===== src/rtl/ccb_pkg.sv =====
// Shared types and widths for the CCB lock-line filter.
package ccb_pkg;
  localparam int unsigned GLITCH_W = 8;
  localparam int unsigned DWELL_W  = 8;

  typedef enum logic [1:0] {
    F_LOW  = 2'd0,
    F_RISE = 2'd1,
    F_HIGH = 2'd2,
    F_FALL = 2'd3
  } filt_state_t;
endpackage


===== src/rtl/ccb_lock_filter_if.sv =====
// Signal bundle between the CCB lock-line filter and its environment.
interface ccb_lock_filter_if;
  import ccb_pkg::*;

  logic                lock_raw;
  logic                glitch_clr;
  logic                lock_sync;
  logic                lock_out;
  logic [GLITCH_W-1:0] glitch_cnt;
  logic [1:0]          filt_state;

  modport master (
    output lock_raw, glitch_clr,
    input  lock_sync, lock_out, glitch_cnt, filt_state
  );

  modport slave (
    input  lock_raw, glitch_clr,
    output lock_sync, lock_out, glitch_cnt, filt_state
  );
endinterface


===== src/rtl/ccb_lock_filter_sync_ff.sv =====
// Plain multi-stage synchronizer for a single asynchronous bit, async active-low clear.
module sync_ff #(
  parameter int unsigned STAGES = 2
) (
  input  logic clk,
  input  logic rst_n,
  input  logic i_d,
  output logic o_q
);
  logic [STAGES-1:0] r_q;

  always_ff @(posedge clk or negedge rst_n) begin
    if (!rst_n) r_q <= '0;
    else        r_q <= {r_q[STAGES-2:0], i_d};
  end

  assign o_q = r_q[STAGES-1];
endmodule


===== src/rtl/ccb_lock_filter.sv =====
// Synchronizes the raw CCB TTC lock line, qualifies each edge with a dwell time and
// counts unqualified edges (glitches) in a saturating counter.
module ccb_lock_filter
  import ccb_pkg::*;
#(
  parameter int unsigned SYNC_STAGES = 2,
  parameter int unsigned ON_DLY      = 16,
  parameter int unsigned OFF_DLY     = 4
) (
  input  logic              clock,
  input  logic              reset_n,
  ccb_lock_filter_if.slave  bus
);
  logic                w_lock_sync;
  filt_state_t         r_state, w_state_nxt;
  logic [DWELL_W-1:0]  r_dwell, w_dwell_nxt;
  logic                r_lock_out, w_lock_out_nxt;
  logic                w_glitch;
  logic [GLITCH_W-1:0] r_glitch_cnt;

  sync_ff #(.STAGES(SYNC_STAGES)) u_sync (
    .clk   (clock),
    .rst_n (reset_n),
    .i_d   (bus.lock_raw),
    .o_q   (w_lock_sync)
  );

  always_ff @(posedge clock or negedge reset_n) begin
    if (!reset_n) begin
      r_state    <= F_LOW;
      r_dwell    <= '0;
      r_lock_out <= 1'b0;
    end else begin
      r_state    <= w_state_nxt;
      r_dwell    <= w_dwell_nxt;
      r_lock_out <= w_lock_out_nxt;
    end
  end

  // lock_out only moves on a fully qualified edge; an edge that reverts early is a glitch
  always_comb begin
    w_state_nxt    = r_state;
    w_dwell_nxt    = r_dwell;
    w_lock_out_nxt = r_lock_out;
    w_glitch       = 1'b0;
    case (r_state)
      F_LOW: begin
        if (w_lock_sync) begin
          w_state_nxt = F_RISE;
          w_dwell_nxt = '0;
        end
      end
      F_RISE: begin
        if (!w_lock_sync) begin
          w_state_nxt = F_LOW;
          w_glitch    = 1'b1;
        end else if (r_dwell == DWELL_W'(ON_DLY - 1)) begin
          w_state_nxt    = F_HIGH;
          w_lock_out_nxt = 1'b1;
        end else begin
          w_dwell_nxt = r_dwell + 1'b1;
        end
      end
      F_HIGH: begin
        if (!w_lock_sync) begin
          w_state_nxt = F_FALL;
          w_dwell_nxt = '0;
        end
      end
      F_FALL: begin
        if (w_lock_sync) begin
          w_state_nxt = F_HIGH;
          w_glitch    = 1'b1;
        end else if (r_dwell == DWELL_W'(OFF_DLY - 1)) begin
          w_state_nxt    = F_LOW;
          w_lock_out_nxt = 1'b0;
        end else begin
          w_dwell_nxt = r_dwell + 1'b1;
        end
      end
      default: begin
        w_state_nxt    = F_LOW;
        w_lock_out_nxt = 1'b0;
      end
    endcase
  end

  always_ff @(posedge clock or negedge reset_n) begin
    if (!reset_n)                         r_glitch_cnt <= '0;
    else if (bus.glitch_clr)              r_glitch_cnt <= '0;
    else if (w_glitch && r_glitch_cnt != '1) r_glitch_cnt <= r_glitch_cnt + 1'b1;
  end

  assign bus.lock_sync  = w_lock_sync;
  assign bus.lock_out   = r_lock_out;
  assign bus.glitch_cnt = r_glitch_cnt;
  assign bus.filt_state = r_state;
endmodule


===== src/flat_wrapper.sv =====
// flat-port wrapper written by rule: the top's interface ports become plain ports
module ccb_lock_filter_flat import ccb_pkg::*;
#(
  parameter int unsigned SYNC_STAGES = 2,
  parameter int unsigned ON_DLY      = 16,
  parameter int unsigned OFF_DLY     = 4
)
  (clock, reset_n, bus_lock_raw, bus_glitch_clr, bus_lock_sync, bus_lock_out, bus_glitch_cnt, bus_filt_state);
  ccb_lock_filter_if bus_i ();
  input  logic clock;
  input  logic reset_n;
  input wire logic [$bits(bus_i.lock_raw)-1:0] bus_lock_raw;
  input wire logic [$bits(bus_i.glitch_clr)-1:0] bus_glitch_clr;
  output wire logic [$bits(bus_i.lock_sync)-1:0] bus_lock_sync;
  output wire logic [$bits(bus_i.lock_out)-1:0] bus_lock_out;
  output wire logic [$bits(bus_i.glitch_cnt)-1:0] bus_glitch_cnt;
  output wire logic [$bits(bus_i.filt_state)-1:0] bus_filt_state;
  assign bus_i.lock_raw = bus_lock_raw;
  assign bus_i.glitch_clr = bus_glitch_clr;
  assign bus_lock_sync = bus_i.lock_sync;
  assign bus_lock_out = bus_i.lock_out;
  assign bus_glitch_cnt = bus_i.glitch_cnt;
  assign bus_filt_state = bus_i.filt_state;
  ccb_lock_filter #(.SYNC_STAGES(SYNC_STAGES), .ON_DLY(ON_DLY), .OFF_DLY(OFF_DLY)) u_core (.clock(clock), .reset_n(reset_n), .bus(bus_i));
endmodule

===== config.mk =====
export PLATFORM = sky130hd
export DESIGN_NAME = ccb_lock_filter_flat
export DESIGN_NICKNAME = d
export VERILOG_FILES = /design/src/rtl/ccb_pkg.sv /design/src/rtl/ccb_lock_filter_if.sv /design/src/rtl/ccb_lock_filter_sync_ff.sv /design/src/rtl/ccb_lock_filter.sv /design/src/flat_wrapper.sv
export SDC_FILE = /design/constraint.sdc
export NUM_CORES = 1
export LEC_CHECK = 0
export ABC_AREA = 1
export CAP_MARGIN = 20
export CORE_MARGIN = 4
export CORE_UTILIZATION = 34
export DETAILED_ROUTE_END_ITERATION = 16
export PLACE_DENSITY_LB_ADDON = 0.12
export SLEW_MARGIN = 20
export SYNTH_ARGS = -nofsm -noshare
export SYNTH_HDL_FRONTEND = slang
export SYNTH_SLANG_ARGS = --single-unit

===== constraint.sdc =====
create_clock -name clock -period 2.35 [get_ports clock]
set_input_delay 0.47 -clock clock [delete_from_list [all_inputs] [get_ports clock]]
set_output_delay 0.47 -clock clock [all_outputs]
set_load 0.005 [all_outputs]

==> out/metrics.csv, run 1 <==
metric,value,unit
Post-synth ARST share,100.0,%
Fmax,507.9,MHz
DR iter-0 viols,68,
Worst Setup Start Kind,flip-flop,
r2r startpoint,u_core.bus.filt_state[0],
DRT Wirelength,2406,um
worst path arrival time,1.50,ns
Adder-Cell Fraction of Synth Area,2.064,%
Yosys cell types,27,
post-route antenna net violation count,0,
R2R Path End,u_core.r_dwell[5],
Layout Skew,0.001092,ns
"top cells by area, synth","dfrtp_1 (43%), nand2_1 (13%), nor2_1 (6.2%)",
"EDFF count, synth",0,
Period minus WS final,1.969,ns
Post-Route M1 WL,1201,um
Yosys top cell area share,43.34,%
post-synthesis mux area share,0,%
most frequent cell after synthesis,nand2_1,
Starting Density,35.77,%
R2R depth,7,
grt ovf,0,
mapped cell area,1212,um2
PwrDens,443.0,nW/um2
total negative slack,0,ns
DIE HEIGHT,67.72,um
first-pass GRT wire length,4422,um
final setup violation count,0,
DR WL met2,1084,um
n_diodes,0,
CP Launch Point,u_core.bus.filt_state[0],
sequential share of the synthesized area,43.34,%
NumNets Final,184,
Vias/cell,4.726,
crit path buf inv count,1,
Avg Synthesized Cell Area,7.578,um2
#FFs+latches synth,21,
CTS tree,done,
Port Buf Inserts,15,
Layout area overhead,17.75,%
total of max-cap violations,0,
worst-skew pair later-pin latency,0.30,ns
clock root cell,clkbuf_4,
Critical-path top delay cell,dfrtp_1,
fin. max-slew vios,0,
final hold slack,0.3744,ns
cell type group with the largest total delay on the critical path,flip-flops,
max layer used,met4,
post_cts resized,0,
Tcrit/Tclk final,83.77,%
unrepaired setup endpoints after global routing,no,
flop-to-flop setup slack,0.72,ns
die width,67.72,um
Synth Instances,160,
Synth Warn #,0,
total CTS buffers,3,
die area,4585,um2
element type at the critical path end,output port,
Worst EP required,1.88,ns
fillcell total,348,
dpl hpwl,1866,um
status,"finished, final reports clean",
"CTS clk-pin slew, worst paths",0.12,ns
final hold vios,0,
wire per inst,10.79,um
simple-gate share of the synthesized area,32.40,%
P_leak,0.0006469,uW
hold bufs inserted after CTS,0,
drc violations,0,
Final Util,42.12,%
met3 wire length,105,um
global-route usage over all layers,12.67,%
initial antenna violation count,0,
crit-path max cell delay,0.61,ns
Synth Flop Type,dfrtp_1,
worst-margin pin slew,0.4074,ns
Row Count,21,
cell taking the most area after synthesis,dfrtp_1,
vias in the first global route,992,
I/O pins,16,
largest net degree at the start of global routing,22,
worst-path cell chain,clkdlybuf4s50_1,
GP Congestion,0.7737,
post-synthesis xor/xnor area fraction,4.231,%
core area,3390,um2
CP max FO,13,
TritonRoute pass-1 iters,4,
post-CTS setup buffer count,0,
Rel. slew slack,72.84,%
largest family of logic cells by synthesized area,simple AND/OR/NAND/NOR gates,
worst vdd ir,335.1,uV
worst-case clock buffer depth,2,
crit path to,bus_filt_state[0],
clk sinks,21,
Critical Path Stages,1,
H-tree Lvls,1,
Worst Hold Class,reg2reg,
via count,1054,
ratio of cells with drive above 1 in the final layout,9.040,%
most common library cells after synthesis,"nand2_1 (41), dfrtp_1 (21), nor2_1 (20)",
"Net Count, Synth",166,
complex-gate fraction of the synthesized area,10.11,%
Crit Path Class,reg2out,
==> cell usage in the layout (no fill, tap or decap) <==
cell type        count
nand2_1             41
dfrtp_1             21
nor2_1              20
inv_1               17
clkdlybuf4s50_1     15
nand3_1             12
o21ai_0             10
o21ai_1              5
nand4_1              4
nor2_2               3
nand2_2              3
xnor2_1              3
clkbuf_4             3
nand3b_1             2
a21oi_1              2
nor3_1               2
ha_1                 2
xor2_2               1
nand3_2              1
xor2_1               1
or2_2                1
o21bai_1             1
o211ai_1             1
o21ai_2              1
a31oi_1              1
inv_2                1
a21boi_0             1
clkinv_2             1
buf_4                1
==> state kept, by name, summed over array words and instances (netlist names), named ones only <==
register,cells
u_core.bus.glitch_cnt,8
u_core.bus.lock_out,1
u_core.bus.filt_state,1
u_core.u_sync.r_q,2
u_core.r_dwell,8
==> stage by stage <==
stage / power [uW] / setup WS, ns / cell area (um2) / cells
floorplan: 432.7 / 0.9763 / 1212 / 160
global placement: 464.9 / 0.7384 / 1400 / 219
detailed placement: 465.5 / 0.7182 / 1400 / 219
CTS: 646.0 / 0.3496 / 1428 / 223
global route: 678.8 / 0.2772 / 1428 / 223
finish: 632.4 / 0.3813 / 1428 / 223
==> logic make-up (layout without fill, tap and decap cells) <==
family / count (synthesis) / count (layout)
and+or+nand+nor: 89 / 89
AOI/OAI and AO/OA: 22 / 22
DFF: 21 / 21
buffers and inverters: 21 / 38
xor gates and xnor gates: 5 / 5
adders and majority gates: 2 / 2
==> worst min-delay path by stage <==
| stage | startpoint | endpoint | slack (ns) | depth (start not counted) |
|---|---|---|---|---|
| final | u_core.u_sync.r_q[0] | u_core.u_sync.r_q[1] | 0.37 | 0 |
| after global routing | u_core.u_sync.r_q[0] | u_core.u_sync.r_q[1] | 0.38 | 0 |
| after CTS | u_core.u_sync.r_q[0] | u_core.u_sync.r_q[1] | 0.38 | 0 |
| after detailed placement | u_core.u_sync.r_q[0] | u_core.u_sync.r_q[1] | 0.35 | 0 |
| after global placement | u_core.u_sync.r_q[0] | u_core.u_sync.r_q[1] | 0.34 | 0 |
| after floorplan | reset_n | async pin | 0.17 | 0 |
==> report_power, final <==
group	switching [uW]	internal, uW
sequential	14.7	373
combinational	39.6	30.1
clock	112	63.5
==> per-layer routing <==
layer / GRT usage [%] / vias to the layer above
li1: - / 546
met1: 16.60 / 490
met2: 20.53 / 16
met3: 3.993 / 2
met4: 2.278 / 0
met5: 0 / -
==> final cells by class <==
type | count | area [um2] | share of cell area [%]
Inverter | 18 | 67.56 | 4.733
Clock buffer | 3 | 22.52 | 1.578
Tap cell | 46 | 57.56 | 4.032
Multi-Input combinational cell | 118 | 591.8 | 41.45
Sequential cell | 21 | 525.5 | 36.81
Clock inverter | 1 | 5.005 | 0.3506
Timing Repair Buffer | 16 | 157.7 | 11.04
(Power assumes the default switching activity.)
==> run 2, diff against run 1 <==
clock period = 1.9 ns   (was 2.35 ns; I/O delays follow)
==> run 2 against run 1 <==
Critical path type unchanged. Die area stayed put. Utilization up 0.26 points. Flip-flop and latch count unchanged. Wire length rose by 4.9%. Combinational power up 29%. Critical path depth unchanged. Clock power is 28% higher. Sequential power increased by 24%. Count of clock-buffer cells in the layout unchanged. Design area grew 0.61%. Hold slack got worse by 0.0062 ns. Register-to-register slack got worse by 0.42 ns.
==> out/metrics.csv, run 2 (same netlist as run 1, synthesis figures left out) <==
metric,value,unit,change
worst-path cell chain,clkdlybuf4s50_1,,unchanged
die area,4585,um2,unchanged
Critical Path Stages,1,,unchanged
GP Congestion,0.7850,,was 0.7737
Fmax,559.4,MHz,
TritonRoute pass-1 iters,4,,unchanged
Switch Pwr,214.0,uW,was 165.9 uW
Period minus WS final,1.788,ns,
Row Count,21,,unchanged
Worst Hold Class,reg2reg,,unchanged
"commonest non-fill, non-tap cells in the layout","nand2_1 (41), nor2_1 (20), dfrtp_1 (20)",,"was nand2_1 (41), dfrtp_1 (21), nor2_1 (20)"
Worst EP required,1.52,ns,was 1.88 ns
dpl hpwl,1851,um,was 1866 um
n_diodes,0,,unchanged
status,"finished, final reports clean",,unchanged
via count,1078,,was 1054
clock root cell,clkbuf_4,,unchanged
initial antenna violation count,0,,unchanged
Tcrit/Tclk final,94.09,%,
flop-to-flop setup slack,0.30,ns,was 0.72 ns
P_int,578.1,uW,was 466.4 uW
I/O pins,16,,unchanged
P_leak,0.0006500,uW,was 0.0006469 uW
ratio of cells with drive above 1 in the final layout,10.11,%,was 9.040%
Vias/cell,4.813,,was 4.726
worst vdd ir,218.5,uV,was 335.1 uV
R2R Path End,u_core.r_dwell[5],,unchanged
worst-margin pin slew,0.2970,ns,was 0.4074 ns
final setup violation count,0,,unchanged
unrepaired setup endpoints after global routing,no,,unchanged
R2R depth,8,,was 7
CTS tree,done,,unchanged
Critical-path top delay cell,clkdlybuf4s50_1,,was dfrtp_1
total of max-cap violations,0,,unchanged
crit path to,bus_filt_state[0],,unchanged
total negative slack,0,ns,unchanged
final hold slack,0.3681,ns,was 0.3744 ns
CP max FO,8,,was 13
Logic pwr share,11.3,%,was 11.0%
Switching Fraction,27.01,%,was 26.24%
first-pass GRT wire length,4429,um,was 4422 um
area of the multi-input gates,591.8,um2,unchanged
Rel. slew slack,80.20,%,was 72.84%
fillcell total,364,,was 348
r2r startpoint,u_core.r_dwell[0],,was u_core.bus.filt_state[0]
global-route usage over all layers,12.73,%,was 12.67%
element type at the critical path end,output port,,unchanged
Layout Skew,0.002617,ns,was 0.001092 ns
Flop pwr share,60.4,%,was 61.3%
hold bufs inserted after CTS,0,,unchanged
NumNets Final,185,,was 184
DIE HEIGHT,67.72,um,unchanged
crit-path max cell delay,0.57,ns,was 0.61 ns
final hold vios,0,,unchanged
Worst Setup Start Kind,flip-flop,,unchanged
Clk network pwr share,28.3,%,was 27.7%
"CTS clk-pin slew, worst paths",0.13,ns,was 0.12 ns
FF/Latch Area,526.8,um2,was 525.5 um2
wire per inst,11.27,um,was 10.79 um
post-route antenna net violation count,0,,unchanged
cell type group with the largest total delay on the critical path,buffers and inverters,,was flip-flops
crit path buf inv count,1,,unchanged
vias in the first global route,1008,,was 992
drc violations,0,,unchanged
post_cts resized,0,,unchanged
core area,3390,um2,unchanged
worst path arrival time,1.41,ns,was 1.50 ns
worst-case clock buffer depth,2,,unchanged
Starting Density,35.77,%,unchanged
CP Launch Point,u_core.bus.filt_state[0],,unchanged
DRT Wirelength,2525,um,was 2406 um
clk sinks,21,,unchanged
largest net degree at the start of global routing,22,,unchanged
Port Buf Inserts,15,,unchanged
H-tree Lvls,1,,unchanged
total CTS buffers,3,,unchanged
grt ovf,0,,unchanged
DR iter-0 viols,98,,was 68
Layout area overhead,18.47,%,was 17.75%
fin. max-slew vios,0,,unchanged
post-CTS setup buffer count,0,,unchanged
die width,67.72,um,unchanged
worst-skew pair later-pin latency,0.30,ns,about the same
PwrDens,551.4,nW/um2,was 443.0 nW/um2
Crit Path Class,reg2out,,unchanged
"commonest non-fill, non-tap cell in the layout",nand2_1,,unchanged
run 2: cell count changes in the layout (fill, tap and decap cells not counted), sizes merged:
| cell | before | now |
|---|---|---|
| buf | 1 | 2 |
run 2: how the worst min path moves through the flow:
stage	start	endpoint	slack, ns	depth (start not counted)
2_1_floorplan	reset_n	async pin	0.08	0
3_3_place_gp	u_core.u_sync.r_q[0]	u_core.u_sync.r_q[1]	0.33	0
3_5_place_dp	u_core.u_sync.r_q[0]	u_core.u_sync.r_q[1]	0.34	0
4_1_cts	u_core.u_sync.r_q[0]	u_core.u_sync.r_q[1]	0.37	0
5_1_grt	u_core.u_sync.r_q[0]	u_core.u_sync.r_q[1]	0.38	0
6_report	u_core.u_sync.r_q[0]	u_core.u_sync.r_q[1]	0.37	0
run 2: per-stage QoR:
step | cells | utilization [%] | total power, uW | worst slack (ns) | instance area, um2
floorplan | 160 | - | 535.2 | 0.5263 | 1212
global placement | 220 | 41.53 | 576.6 | 0.3767 | 1408
detailed placement | 220 | 41.53 | 577.7 | 0.2892 | 1408
CTS | 224 | 42.34 | 807.9 | 0.05679 | 1435
global route | 224 | 42.38 | 837.9 | 0.04294 | 1436
finish | 224 | 42.38 | 792.1 | 0.1123 | 1436
run 2: power groups by stage:
stage                     combinational (uW)  clock [uW]  sequential (uW)
final                                   89.7         224              478
after CTS                               92.3         237              478
after global routing                     105         252              481
after floorplan                         52.2           0              483
after detailed placement                90.5           0              487
after global placement                  89.9           0              487
run 2: cell type report:
cell class              instances  share of cell area, %
multi-input cells             118                  41.20
flip-flops and latches         21                  36.67
repair buffers                 17                  11.50
inverters                      18                  4.704
well taps                      46                  4.007
clock buffers                   3                  1.568
clock inverters                 1                 0.3484
run 2: per-layer routing:
layer  part of all wire, %  up-vias  GRT usage [%]
li1                      -      547              -
met1                    49      505          16.89
met2                    45       22          20.29
met3                   5.1        4          2.496
met4                   1.5        0          4.810
met5                     0        -              0
